**src/rtl/key_repeat.sv**
```systemverilog
// key_repeat: debounced push-button with one-cycle increment strobes.
// Define KEY_REPEAT_AUTO_EN to enable HELD_WAIT -> HELD_REPEAT auto-repeat.
module key_repeat #(
  parameter int DEBOUNCE_CYCLES = 20,
  parameter int REPEAT_DELAY    = 500,
  parameter int REPEAT_PERIOD   = 100
) (
  input  logic clk,
  input  logic reset,
  input  logic key_n,
  input  logic enable,
  output logic pulse,
  output logic held,
  output logic repeat_active
);

  localparam int MAX_DR =
    (DEBOUNCE_CYCLES > REPEAT_DELAY) ?
    DEBOUNCE_CYCLES : REPEAT_DELAY;
  localparam int MAX_ALL =
    (MAX_DR > REPEAT_PERIOD) ?
    MAX_DR : REPEAT_PERIOD;
  localparam int CW = $clog2(MAX_ALL + 1);

  localparam logic [CW-1:0] DB_END =
    CW'(DEBOUNCE_CYCLES);
`ifdef KEY_REPEAT_AUTO_EN
  localparam logic [CW-1:0] RD_END =
    CW'(REPEAT_DELAY - 1);
  localparam logic [CW-1:0] RP_END =
    CW'(REPEAT_PERIOD - 1);
`endif

  typedef enum logic [2:0] {
    IDLE,
    PRESS_DB,
    HELD_WAIT,
    HELD_REPEAT,
    RELEASE_DB
  } state_t;

  state_t          state;
  state_t          state_nx;
  logic [CW-1:0]   cnt;
  logic [CW-1:0]   cnt_nx;
  logic [1:0]      sync;
  logic            pressed;
  logic            fire;

  assign pressed = ~sync[1];

  always_comb begin
    state_nx = state;
    cnt_nx   = cnt;
    fire     = 1'b0;
    unique case (state)
      IDLE: begin
        if (pressed) begin
          state_nx = PRESS_DB;
          cnt_nx   = CW'(1);
        end
      end
      PRESS_DB: begin
        if (!pressed) begin
          state_nx = IDLE;
          cnt_nx   = '0;
        end else if (cnt == DB_END) begin
          state_nx = HELD_WAIT;
          cnt_nx   = '0;
          fire     = 1'b1;
        end else begin
          cnt_nx = cnt + 1'b1;
        end
      end
      HELD_WAIT, HELD_REPEAT: begin
        if (!pressed) begin
          state_nx = RELEASE_DB;
          cnt_nx   = CW'(1);
        end
`ifdef KEY_REPEAT_AUTO_EN
        else if (cnt == ((state == HELD_WAIT) ?
                         RD_END : RP_END)) begin
          state_nx = HELD_REPEAT;
          cnt_nx   = '0;
          fire     = 1'b1;
        end else begin
          cnt_nx = cnt + 1'b1;
        end
`endif
      end
      RELEASE_DB: begin
        // a low here is a release glitch: resume holding, repeat timer restarts
        if (pressed) begin
          state_nx = HELD_WAIT;
          cnt_nx   = '0;
        end else if (cnt == DB_END) begin
          state_nx = IDLE;
          cnt_nx   = '0;
        end else begin
          cnt_nx = cnt + 1'b1;
        end
      end
      default: begin
        state_nx = IDLE;
        cnt_nx   = '0;
      end
    endcase
  end

  always_ff @(posedge clk) begin
    if (!reset) begin
      sync          <= 2'b11;
      state         <= IDLE;
      cnt           <= '0;
      pulse         <= 1'b0;
      held          <= 1'b0;
      repeat_active <= 1'b0;
    end else begin
      sync  <= {sync[0], key_n};
      state <= state_nx;
      cnt   <= cnt_nx;
      pulse <= fire & enable;
      held  <= (state_nx == HELD_WAIT) ||
               (state_nx == HELD_REPEAT) ||
               (state_nx == RELEASE_DB);
`ifdef KEY_REPEAT_AUTO_EN
      repeat_active <= (state_nx == HELD_REPEAT);
`else
      repeat_active <= 1'b0;
`endif
    end
  end

endmodule

```
**config.mk**
```make
export PLATFORM = sky130hd
export DESIGN_NAME = key_repeat
export DESIGN_NICKNAME = d
export VERILOG_FILES = /design/src/rtl/key_repeat.sv
export SDC_FILE = /design/constraint.sdc
export NUM_CORES = 1
export LEC_CHECK = 0
export CORE_MARGIN = 5
export CORE_UTILIZATION = 55
export DETAILED_ROUTE_END_ITERATION = 8
export PLACE_DENSITY = 0.76
export SLEW_MARGIN = 15
export SYNTH_ARGS = -nofsm -noshare
export SYNTH_HDL_FRONTEND = slang
export SYNTH_SLANG_ARGS = --single-unit
export TNS_END_PERCENT = 30
```
**constraint.sdc**
```tcl
create_clock -name clk -period 2.2 [get_ports clk]
set_input_delay 0.44 -clock clk [delete_from_list [all_inputs] [get_ports clk]]
set_output_delay 0.44 -clock clk [all_outputs]
set_load 0.1 [all_outputs]
```
==> results by group <==
Outcome
  • Status: finished, final reports clean

Die
  • Core Area: about 0.0015 mm²
  • Rows: 14
  • Starting density of the core: 58.1%
  • Total die area: 0.00251 mm²
  • Die H: ~50 µm
  • Ports: 7
  • Die Wd: 50.1 µm

Global routing
  • Vias in the first global route: 632
  • Initial antenna violation count: 0
  • Overall routing resource usage: between 10% and 20%
  • First-pass GRT wire length: 2590 µm
  • Largest net degree at the start of global routing: 11
  • Gr ovfl total: 0

STA
  • Fin Clk Skew: about 0.0047 ns
  • Number of setup violations in the final report: 0
  • Final Cycle Share: 79.0%
  • Fmax: approximately 0.58 GHz
  • Setup TNS: 0 ns
  • RSZ-0062 raised after global routing: false
  • Final hold viol count: 0
  • Period minus WS final: about 1.7 ns
  • Final Max Slew Viols: 0

Cells and area
  • Layout cells sized above 1: 17.7%
  • Design Area, Final: roughly 930 µm²
  • Final core utilization: 61.1%
  • Non-Filler Instances: 112
  • Fillers: ~140
  • Area grow syn2layout: 5.08%
  • Antenna diodes: 0
  • Final nets: 104

Setup path
  • Buf/Inv on CP: 1
  • Crit-path max FO: 7
  • CP Cell Sequence: inv_1 -> ha_1 -> nor4bb_1 -> and4b_4 -> nor3_4 -> o21ai_4 -> nor2_1
  • WP data required: 2.37 ns
  • Arrival @ worst endpoint: 1.91 ns
  • Crit-path max cell delay: 0.33 ns
  • Critical Path Slowest Stage Cell: dfxtp_1
  • Startpoint Class: flip-flop
  • Crit end category: flip-flop
  • Crit Path Class: flip-flop to flip-flop
  • Delay-heaviest family, CP: simple AND/OR/NAND/NOR gates

Synth
  • Seq/Total Area, Yosys: between 30 and 40%
  • Mapped Avg Cell Area: between 9 and 10 µm²
  • Count leader, synth: dfxtp_1
  • Area leader, netlist: dfxtp_1
  • Mapped Nets: 99
  • Number of flops mapped to enable cells by yosys: 0
  • Ys flop type: dfxtp_1
  • Yosys cell types: 40
  • Yosys warns: 0
  • Count of state elements after synthesis: 16
  • Synth Cell Area: 886 µm²
  • Commonest cells post-synth: 16 x dfxtp_1, 11 x nor2_1, 7 x nand2_1, 7 x xor2_1
  • Top cell type's share of synthesized area: approximately 36%
  • Mapped Cells: 93
  • Asr flop ratio synth: 0%
  • Top cells by area, synth: dfxtp_1 36%, xor2_1 6.9%, nor2_1 4.7%, nand2_1 3.0%, ha_1 2.8%

Drt
  • Final antenna-violating net count: 0
  • Iteration-0 DRC count of the detailed router: 12
  • WL/cell: roughly 13 µm
  • Mean number of vias per cell: 5.57
  • DR DRC count: 0
  • Vias: 624
  • DRT Pass-1 Iters: 4
  • Routed wire length: 1400 µm

Clocking
  • H-tree Lvls: 1
  • CTS tree: built
  • Clk Latency, worst-skew pair: 0.28 ns
  • Root Driver: clkbuf_4
  • Hold buffer count at CTS: 0
  • CTS Buffer Depth: 2
  • Worst-path clk slew: about 0.080 ns
  • Cts repair resizes: 0
  • Postcts setup bufs: 0
  • CTS buffer count: 3
  • Clock sink count: 16

Job
  • Max_cap viols: 0

Pwr
  • Power Density: 515 mW/mm²
  • Pleak: ~0.34 nW
  • Pwr Total: 0.000480 W
  • Worst VDD drop: about 360 µV

Placement
  • Buffers on Ports: 5
  • GP Congestion: 0.784
  • Area after DPL: around 910 µm²
  • Detailed Place HPWL: roughly 1100 µm
  • DP Cell Count: roughly 110

Min path
  • HP Class: flip-flop to flip-flop
[path summary, 6_finish.rpt]
path	start	to	slack, ns	cells past startpoint
max	cnt[0]$_SDFFE_PN0P_	cnt[3]$_SDFFE_PN0P_	0.46	7
max reg2reg	cnt[0]$_SDFFE_PN0P_	cnt[3]$_SDFFE_PN0P_	0.46	7
min reg2reg	sync[0]$_SDFF_PN1_	sync[1]$_SDFF_PN1_	0.42	1
min	sync[0]$_SDFF_PN1_	sync[1]$_SDFF_PN1_	0.42	1
[cell type report]
class	count	area (µm²)	share of cell area [%]
multi-input cells	68	508	54.6
flip-flops and latches	16	320	34.4
repair buffers	5	45.0	4.84
clock buffers	3	22.5	2.42
well taps	16	20.0	2.15
inverters	4	15.0	1.61
[metrics by stage]
| stage | hold WS (ns) | setup WS, ns |
|---|---|---|
| 2_1_floorplan | 0.386 | 0.636 |
| 3_3_place_gp | 0.392 | 0.532 |
| 5_1_grt | 0.448 | 0.361 |
| 3_5_place_dp | 0.405 | 0.486 |
| 4_1_cts | 0.426 | 0.473 |
| 6_report | 0.419 | 0.462 |
[logic make-up after synthesis]
logic type,after synthesis,share of synthesized area [%]
simple gates,43,34.9
flops,16,36.2
compound gates,14,11.3
buf+inv,9,6.50
xor+xnor,8,7.91
fa+ha+maj,2,2.82
other cells,1,0.423
[sequential cells by signal, summed over array words and instances, names as in the netlist]
register,cells
pulse,1
cnt,9
held,1
sync,2
state,3
[cells in the final DEF, fill, tap and decap left out, types with 2 or more instances in the layout]
master,count
nand3_1,3
nand4_1,2
a21oi_1,4
a21oi_2,2
dfxtp_1,16
nand2_1,7
clkbuf_4,3
and3_1,2
nand2b_1,3
ha_1,2
nor2_1,11
clkdlybuf4s50_1,3
xor2_1,7
inv_1,4
buf_4,2
[routing by layer]
metal | vias up | wire length [µm] | GRT usage, %
met5 | - | 0 | 0
met4 | 0 | 26 | 6.11
met3 | 5 | 69 | 5.62
met2 | 9 | 583 | 17.8
met1 | 286 | 723 | 17.5
li1 | 324 | - | -
[report_power, final]
group | switching (W) | internal, W
combinational | 0.0000225 | 0.0000145
clock | 0.0000819 | 0.0000635
sequential | 0.00000463 | 0.000293
(Power assumes the default switching activity.)
